$ cat config.mk
export PLATFORM = sky130hd
export DESIGN_NAME = bt_cmd_ctrl
export DESIGN_NICKNAME = d
export VERILOG_FILES = /design/src/rtl/bt_cmd_ctrl.sv
export SDC_FILE = /design/constraint.sdc
export NUM_CORES = 1
export LEC_CHECK = 0
export BUFFER_PORTS_ARGS = -buffer_cell sky130_fd_sc_hd__clkbuf_2
export CORE_UTILIZATION = 55
export CTS_BUF_LIST = sky130_fd_sc_hd__clkbuf_8
export DETAILED_ROUTE_END_ITERATION = 12
export PLACE_DENSITY = 0.74
export SYNTH_ARGS = -nofsm -noshare
export SYNTH_HDL_FRONTEND = slang
export SYNTH_SLANG_ARGS = --single-unit
$ cat constraint.sdc
create_clock -name clk -period 2.78 [get_ports clk]
set_input_delay 0.278 -clock clk [delete_from_list [all_inputs] [get_ports clk]]
set_output_delay 0.278 -clock clk [all_outputs]
set_load 0.02 [all_outputs]
$ cat src/rtl/bt_cmd_ctrl.sv
// Bluetooth UART command controller: parses HDR/CMD/ARG/CHK frames into player state and pulses.
// Optional feature macro AUTO_NEXT_EN: a rising edge of i_FINISH advances to the next song.
module bt_cmd_ctrl #(
    parameter int          SONG_NUM       = 4,
    parameter logic [7:0]  HDR            = 8'hA5,
    parameter logic [7:0]  VOL_INIT       = 8'h20,
    parameter logic [7:0]  VOL_STEP       = 8'h08,
    parameter logic [7:0]  VOL_MIN_ATT    = 8'hFE,
    parameter int unsigned TIMEOUT_CYCLES = 5_000_000
) (
    input  logic        clk,
    input  logic        rst_n,
    input  logic [7:0]  i_rx_data,
    input  logic        i_rx_valid,
    input  logic        i_FINISH,
    output logic [15:0] o_vol,
    output logic [2:0]  o_song_select,
    output logic        o_pause,
    output logic        o_next,
    output logic        o_pre,
    output logic        o_vol_plus,
    output logic        o_vol_dec,
    output logic        o_frame_err
);

    typedef enum logic [1:0] {S_IDLE, S_GET_CMD, S_GET_ARG, S_GET_CHK} state_t;

    localparam logic [7:0]  CMD_PAUSE   = 8'h01;
    localparam logic [7:0]  CMD_NEXT    = 8'h02;
    localparam logic [7:0]  CMD_PREV    = 8'h03;
    localparam logic [7:0]  CMD_VOL_UP  = 8'h04;
    localparam logic [7:0]  CMD_VOL_DN  = 8'h05;
    localparam logic [7:0]  CMD_SELECT  = 8'h06;
    localparam logic [7:0]  CMD_SET_VOL = 8'h07;
    localparam logic [2:0]  IDX_LAST    = 3'(SONG_NUM - 1);
    localparam logic [7:0]  SONG_NUM_B  = 8'(SONG_NUM);
    localparam logic [31:0] GAP_LAST    = 32'(TIMEOUT_CYCLES - 1);

    state_t      r_state, w_state_nxt;
    logic [7:0]  r_cmd, r_arg;
    logic [31:0] r_gap_cnt;
    logic [7:0]  r_att, w_att_nxt;
    logic [2:0]  r_idx, w_idx_nxt;
    logic        r_pause, w_pause_nxt;
    logic        r_next, r_pre, r_plus, r_dec, r_err;
    logic        w_next, w_pre, w_plus, w_dec, w_err;

    logic        w_exec, w_chk_ok, w_timeout, w_fin_rise;
    logic [2:0]  w_idx_inc, w_idx_dec;
    logic [7:0]  w_att_up, w_att_dn, w_arg_sat;
    logic [8:0]  w_att_sum;

`ifdef AUTO_NEXT_EN
    logic r_fin_q;

    always_ff @(posedge clk or negedge rst_n) begin
        if (!rst_n) r_fin_q <= 1'b0;
        else        r_fin_q <= i_FINISH;
    end

    assign w_fin_rise = i_FINISH & ~r_fin_q;
`else
    logic w_unused_finish;

    assign w_unused_finish = i_FINISH;
    assign w_fin_rise      = 1'b0;
`endif

    // A byte strobe in the same cycle as the last gap count suppresses the timeout.
    assign w_timeout = (r_state != S_IDLE) && !i_rx_valid && (r_gap_cnt == GAP_LAST);
    assign w_exec    = (r_state == S_GET_CHK) && i_rx_valid;
    assign w_chk_ok  = (i_rx_data == (r_cmd ^ r_arg));

    assign w_idx_inc = (r_idx == IDX_LAST) ? 3'd0 : r_idx + 3'd1;
    assign w_idx_dec = (r_idx == 3'd0) ? IDX_LAST : r_idx - 3'd1;
    assign w_att_up  = (r_att < VOL_STEP) ? 8'h00 : r_att - VOL_STEP;
    assign w_att_sum = {1'b0, r_att} + {1'b0, VOL_STEP};
    assign w_att_dn  = (w_att_sum > {1'b0, VOL_MIN_ATT}) ? VOL_MIN_ATT : w_att_sum[7:0];
    assign w_arg_sat = (r_arg > VOL_MIN_ATT) ? VOL_MIN_ATT : r_arg;

    // NOTE: every combinational output gets a default first so no path infers a latch.
    always_comb begin
        w_state_nxt = r_state;
        if (w_timeout) begin
            w_state_nxt = S_IDLE;
        end else if (i_rx_valid) begin
            case (r_state)
                S_IDLE:    if (i_rx_data == HDR) w_state_nxt = S_GET_CMD;
                S_GET_CMD: w_state_nxt = S_GET_ARG;
                S_GET_ARG: w_state_nxt = S_GET_CHK;
                default:   w_state_nxt = S_IDLE;
            endcase
        end
    end

    always_comb begin
        w_idx_nxt   = r_idx;
        w_att_nxt   = r_att;
        w_pause_nxt = r_pause;
        w_next      = 1'b0;
        w_pre       = 1'b0;
        w_plus      = 1'b0;
        w_dec       = 1'b0;
        w_err       = 1'b0;
        if (w_exec) begin
            if (!w_chk_ok) begin
                w_err = 1'b1;
            end else begin
                case (r_cmd)
                    CMD_PAUSE:   w_pause_nxt = ~r_pause;
                    CMD_NEXT:    begin w_idx_nxt = w_idx_inc; w_next = 1'b1; end
                    CMD_PREV:    begin w_idx_nxt = w_idx_dec; w_pre  = 1'b1; end
                    CMD_VOL_UP:  begin w_att_nxt = w_att_up; w_plus = (w_att_up != r_att); end
                    CMD_VOL_DN:  begin w_att_nxt = w_att_dn; w_dec  = (w_att_dn != r_att); end
                    CMD_SELECT: begin
                        if (r_arg < SONG_NUM_B) w_idx_nxt = r_arg[2:0];
                        else                    w_err     = 1'b1;
                    end
                    CMD_SET_VOL: w_att_nxt = w_arg_sat;
                    default:     w_err = 1'b1;
                endcase
            end
        end else if (w_fin_rise) begin
            // Any executing command consumes the end-of-track edge.
            w_idx_nxt = w_idx_inc;
            w_next    = 1'b1;
        end
        if (w_timeout) w_err = 1'b1;
    end

    // NOTE: sequential state uses non-blocking assignments so all registers update together.
    always_ff @(posedge clk or negedge rst_n) begin
        if (!rst_n) begin
            r_state   <= S_IDLE;
            r_cmd     <= 8'h00;
            r_arg     <= 8'h00;
            r_gap_cnt <= 32'd0;
            r_att     <= VOL_INIT;
            r_idx     <= 3'd0;
            r_pause   <= 1'b0;
            r_next    <= 1'b0;
            r_pre     <= 1'b0;
            r_plus    <= 1'b0;
            r_dec     <= 1'b0;
            r_err     <= 1'b0;
        end else begin
            r_state <= w_state_nxt;
            if (i_rx_valid && r_state == S_GET_CMD) r_cmd <= i_rx_data;
            if (i_rx_valid && r_state == S_GET_ARG) r_arg <= i_rx_data;
            if (i_rx_valid)                 r_gap_cnt <= 32'd0;
            else if (r_gap_cnt != '1)       r_gap_cnt <= r_gap_cnt + 32'd1;
            r_att   <= w_att_nxt;
            r_idx   <= w_idx_nxt;
            r_pause <= w_pause_nxt;
            r_next  <= w_next;
            r_pre   <= w_pre;
            r_plus  <= w_plus;
            r_dec   <= w_dec;
            r_err   <= w_err;
        end
    end

    assign o_vol         = {r_att, r_att};
    assign o_song_select = r_idx;
    assign o_pause       = r_pause;
    assign o_next        = r_next;
    assign o_pre         = r_pre;
    assign o_vol_plus    = r_plus;
    assign o_vol_dec     = r_dec;
    assign o_frame_err   = r_err;

endmodule

==> load_flow_metrics.sql <==
INSERT INTO impl_metrics (metric_group, metric, value, unit) VALUES
('status', 'run_status', 'finished, final reports clean', ''),
('clocking', 'cts_hold_buf', '0', ''),
('worst_setup_path', 'crit_fanout', '10', ''),
('worst_setup_path', 'startpoint_type', 'flop', ''),
('synthesis', 'synth_enable_flop_cells', '0', ''),
('timing', 'timing_hold_violations_final', '0', ''),
('synthesis', 'synth_largest_area_cell', 'sky130_fd_sc_hd__dfrtp_1', ''),
('pwr', 'power.leakage', '2.02', 'nW'),
('floorplan', 'die_h', '90.4', 'um'),
('floorplan', 'start_util', '0.581', ''),
('min_path', 'hold_path_class', 'in2async', ''),
('worst_setup_path', 'worst_ep_arrival_time', '2.57', 'ns'),
('clocking', 'cts_inserted_buffers', '9', ''),
('synthesis', 'synth-warning-count', '0', ''),
('clocking', 'clock_latency', '0.34', 'ns'),
('routing', 'dr.first_iter.drc_count', '285', ''),
('synthesis', 'ys_ff_latch', '67', ''),
('clocking', 'numClockSinks', '67', ''),
('grt', 'globalRouteOverflowTotal', '0', ''),
('floorplan', 'coreArea', '7410', 'um^2'),
('worst_setup_path', 'worst-endpoint-required', '3.01', 'ns'),
('routing', 'detail_route.wl_per_cell', '16.6', 'um'),
('timing', 'max_freq', '428', 'MHz'),
('timing', 'rsz0062_at_grt', 'false', ''),
('grt', 'grt_pass1_wl', '15900', 'um'),
('timing', 'tightestPinTransition', '0.787', 'ns'),
('timing', 'timing.final.crit_period', '2.34', 'ns'),
('floorplan', 'rows', '31', ''),
('worst_setup_path', 'r2r_setup_slack', '0.44', 'ns'),
('worst_setup_path', 'critical_path.reg2reg.startpoint', 'r_att[3]$_DFFE_PN0P_', ''),
('clocking', 'root_buffer', 'sky130_fd_sc_hd__clkbuf_8', ''),
('routing', 'drt_pre_antenna_iters', '5', ''),
('grt', 'grt_pass1_vias', '3242', ''),
('timing', 'final-setup-viol-count', '0', ''),
('timing', 'clock_skew', '0.00885', 'ns'),
('floorplan', 'fp.dieArea', '8180', 'um^2'),
('layout', 'synthToLayoutAreaGrowth', '8.32', '%'),
('clocking', 'clk_pin_slew', '0.08', 'ns'),
('synthesis', 'postSynthAreaPerCell', '9.67', 'um^2'),
('synthesis', 'synth_largest_type_area_fraction', '0.384', ''),
('grt', 'grt_max_degree', '44', ''),
('worst_setup_path', 'ff2ff_path_depth', '7', ''),
('timing', 'final.setup.tns', '0', 'ns'),
('timing', 'fin_hold_ws', '0.0196', 'ns'),
('routing', 'wirelength', '9490', 'um'),
('grt', 'antenna_found_initial', '0', ''),
('job', 'drv.max_cap_violation_count', '0', ''),
('synthesis', 'synth.lib_cells_used.distinct', '58', ''),
('pwr', 'pwr_density_cell', '620', 'nW/um^2'),
('synthesis', 'mappedNetlistArea', '4300', 'um^2'),
('floorplan', 'chipWidth', '90.4', 'um'),
('synthesis', 'main_flop_type_after_synthesis', 'sky130_fd_sc_hd__dfrtp_1', ''),
('layout', 'n_antenna_cell', '0', ''),
('clocking', 'cts-resized-gates', '0', ''),
('synthesis', 'synth_sequential_area_ratio', '0.390', ''),
('clocking', 'ctsLongestPathBuffers', '2', ''),
('pwr', 'worst_ir_drop_vdd', '466', 'uV'),
('synthesis', 'synth.area.top_cells', 'sky130_fd_sc_hd__dfrtp_1 (38%), sky130_fd_sc_hd__mux2_2 (6.8%), sky130_fd_sc_hd__xnor3_1 (4.2%)', ''),
('synthesis', 'synth_cells', '445', ''),
('routing', 'dr_total_vias', '3571', ''),
('timing', 'slew_violations', '0', ''),
('placement', 'numPortBuffers', '35', ''),
('routing', 'vias_per_cell', '6.25', ''),
('routing', 'ant_nets', '0', ''),
('worst_setup_path', 'rr_endpoint', 'r_att[3]$_DFFE_PN0P_', ''),
('layout', 'fin_nets', '490', ''),
('worst_setup_path', 'crit_type', 'reg2reg', ''),
('placement', 'post-dp-hpwl', '6720', 'um'),
('clocking', 'cts_setup_buffers', '0', ''),
('clocking', 'tritoncts', 'done', ''),
('routing', 'drc_errors', '0', ''),
('timing', 'final.period_utilization', '0.840', ''),
('floorplan', 'floorplan.io_pins', '37', ''),
('clocking', 'cts.htree.levels', '3', ''),
('synthesis', 'synth_async_sr_flop_share', '1.00', ''),
('layout', 'nFillCells', '633', ''),
('timing', 'max_slew_margin', '0.475', ''),
('layout', 'drive_above_1_share', '0.189', ''),
('worst_setup_path', 'endpoint_kind', 'flop', ''),
('grt', 'groute.usage.overall', '0.240', ''),
('placement', 'globalplace.congestion', '0.888', ''),
('synthesis', 'synth_nets', '468', '');
[layer usage]
layer / part of all wire / global-route usage / vias to the layer above / wire length, um
li1: - / - / 1706 / -
met1: 0.51 / 0.371 / 1739 / 4830
met2: 0.43 / 0.352 / 117 / 4110
met3: 0.048 / 0.0311 / 9 / 454
met4: 0.0097 / 0.0645 / 0 / 92
met5: 0 / 0 / - / 0
[cells by family after synthesis]
logic type,after synthesis,synth area share
AO/OA/AOI/OAI,75,0.117
XOR/XNOR,16,0.0582
adder cells (fa/ha/maj),11,0.0320
buffers and inverters,40,0.0486
flip-flops,67,0.390
multiplexers,31,0.0797
AND/OR/NAND/NOR,205,0.275
[worst max path at each step]
| stage | start | to | slack, ns | depth (start not counted) |
|---|---|---|---|---|
| after global placement | r_att[3]$_DFFE_PN0P_ | r_att[3]$_DFFE_PN0P_ | 0.55 | 7 |
| final | r_att[3]$_DFFE_PN0P_ | r_att[3]$_DFFE_PN0P_ | 0.44 | 7 |
| after detailed placement | r_att[3]$_DFFE_PN0P_ | r_att[3]$_DFFE_PN0P_ | 0.49 | 7 |
| after global routing | r_att[3]$_DFFE_PN0P_ | r_att[3]$_DFFE_PN0P_ | 0.26 | 7 |
| after CTS | r_att[3]$_DFFE_PN0P_ | r_att[3]$_DFFE_PN0P_ | 0.48 | 7 |
| after floorplan | r_att[3]$_DFFE_PN0P_ | r_att[3]$_DFFE_PN0P_ | 0.65 | 7 |
[placed cells by master, fill, tap and decap left out, types with 3 or more instances in the layout]
master | netlist | final
sky130_fd_sc_hd__dfrtp_1 | 66 | 66
sky130_fd_sc_hd__nor2_1 | 43 | 43
sky130_fd_sc_hd__clkbuf_2 | 0 | 34
sky130_fd_sc_hd__nand3_1 | 29 | 29
sky130_fd_sc_hd__mux2_2 | 26 | 26
sky130_fd_sc_hd__nand2_1 | 23 | 23
sky130_fd_sc_hd__a21oi_1 | 18 | 18
sky130_fd_sc_hd__nor4_1 | 17 | 17
sky130_fd_sc_hd__o21ai_0 | 16 | 16
sky130_fd_sc_hd__nand4_1 | 14 | 14
sky130_fd_sc_hd__inv_1 | 12 | 13
sky130_fd_sc_hd__and3_1 | 11 | 11
sky130_fd_sc_hd__nor2b_1 | 11 | 11
sky130_fd_sc_hd__ha_1 | 11 | 11
sky130_fd_sc_hd__clkbuf_8 | 0 | 11
sky130_fd_sc_hd__or3_1 | 10 | 10
sky130_fd_sc_hd__nor3_1 | 9 | 9
sky130_fd_sc_hd__xnor3_1 | 8 | 8
sky130_fd_sc_hd__and2_1 | 7 | 7
sky130_fd_sc_hd__xnor2_1 | 7 | 7
sky130_fd_sc_hd__a211oi_1 | 6 | 6
sky130_fd_sc_hd__a31oi_1 | 5 | 5
sky130_fd_sc_hd__mux2i_1 | 5 | 5
sky130_fd_sc_hd__o2bb2ai_1 | 5 | 5
sky130_fd_sc_hd__and4_1 | 4 | 4
sky130_fd_sc_hd__a221oi_1 | 4 | 4
sky130_fd_sc_hd__nor4b_1 | 3 | 3
sky130_fd_sc_hd__nand2b_1 | 3 | 3
sky130_fd_sc_hd__o31ai_1 | 3 | 3
sky130_fd_sc_hd__or4_1 | 3 | 3
sky130_fd_sc_hd__nor3b_1 | 3 | 3
sky130_fd_sc_hd__a311oi_1 | 3 | 3
sky130_fd_sc_hd__a22o_1 | 3 | 3
sky130_fd_sc_hd__buf_4 | 8 | 3
[per-stage QoR]
stage                     worst slack, ns  cell area (um^2)  std cells  total power [W]   util
after floorplan                     0.647              4300        445          0.00196      -
after global placement              0.554              4480        555          0.00213  0.605
after detailed placement            0.491              4480        555          0.00216  0.605
after CTS                           0.480              4660        571          0.00291  0.629
after global routing                0.264              4660        571          0.00305  0.629
final                               0.444              4660        571          0.00289  0.629
[state kept, by name, summed over array words and instances (netlist names)]
register and count:
r_gap_cnt 32, r_state 2, o_pre 1, o_frame_err 1, o_next 1, o_song_select 3, o_vol_plus 1, r_cmd 8
o_pause 1, r_arg 8, r_att 8, o_vol_dec 1
[power breakdown]
part | internal [W] | switching [W] | leakage (nW)
logic | 0.000480 | 0.000304 | 1.04
clock network | 0.000366 | 0.000366 | 0.0925
registers | 0.00111 | 0.000261 | 0.882
[synth_stat cells, types with 2 or more instances]
master and instances:
sky130_fd_sc_hd__buf_4 8, sky130_fd_sc_hd__inv_1 12, sky130_fd_sc_hd__buf_6 3, sky130_fd_sc_hd__ha_1 11
sky130_fd_sc_hd__nor4b_1 3, sky130_fd_sc_hd__mux2i_1 5, sky130_fd_sc_hd__dfrtp_1 66, sky130_fd_sc_hd__nor2b_1 11
sky130_fd_sc_hd__mux2_2 26, sky130_fd_sc_hd__nand4_1 14, sky130_fd_sc_hd__nor2_1 43, sky130_fd_sc_hd__nor3_1 9
sky130_fd_sc_hd__a31oi_1 5, sky130_fd_sc_hd__and4_4 2, sky130_fd_sc_hd__and2_1 7, sky130_fd_sc_hd__nor4_1 17
sky130_fd_sc_hd__clkbuf_1 12, sky130_fd_sc_hd__a221oi_1 4, sky130_fd_sc_hd__nor4b_2 2, sky130_fd_sc_hd__or4bb_1 2
sky130_fd_sc_hd__or3_1 10, sky130_fd_sc_hd__a211oi_1 6, sky130_fd_sc_hd__a22o_1 3, sky130_fd_sc_hd__o31ai_1 3
sky130_fd_sc_hd__a21oi_1 18, sky130_fd_sc_hd__o211ai_1 2, sky130_fd_sc_hd__nand3_1 29, sky130_fd_sc_hd__nand3b_1 2
sky130_fd_sc_hd__nor3b_1 3, sky130_fd_sc_hd__xnor3_1 8, sky130_fd_sc_hd__buf_2 5, sky130_fd_sc_hd__a311oi_1 3
sky130_fd_sc_hd__o21ai_0 16, sky130_fd_sc_hd__a2111oi_0 2, sky130_fd_sc_hd__or4_1 3, sky130_fd_sc_hd__and4_1 4
sky130_fd_sc_hd__o2bb2ai_1 5, sky130_fd_sc_hd__and3_1 11, sky130_fd_sc_hd__nand2b_1 3, sky130_fd_sc_hd__nand2_1 23
sky130_fd_sc_hd__xnor2_1 7
[critical path, cell delays in order (launching register included)]
cell and delay (ns):
sky130_fd_sc_hd__dfrtp_1 0.51, sky130_fd_sc_hd__inv_1 0.11, sky130_fd_sc_hd__ha_1 0.34, sky130_fd_sc_hd__nor3b_1 0.33
sky130_fd_sc_hd__nor4_1 0.11, sky130_fd_sc_hd__a211oi_1 0.49, sky130_fd_sc_hd__nand2_1 0.11, sky130_fd_sc_hd__a22o_1 0.24
[layout make-up]
class	count	area (um^2)	area share
well taps	99	124	0.0266
clock inverters	5	28.8	0.00618
flip-flops and latches	67	1680	0.360
multi-input cells	338	2410	0.518
clock buffers	11	151	0.0325
inverters	12	45.0	0.00967
repair buffers	39	218	0.0467
(Power assumes the default switching activity.)
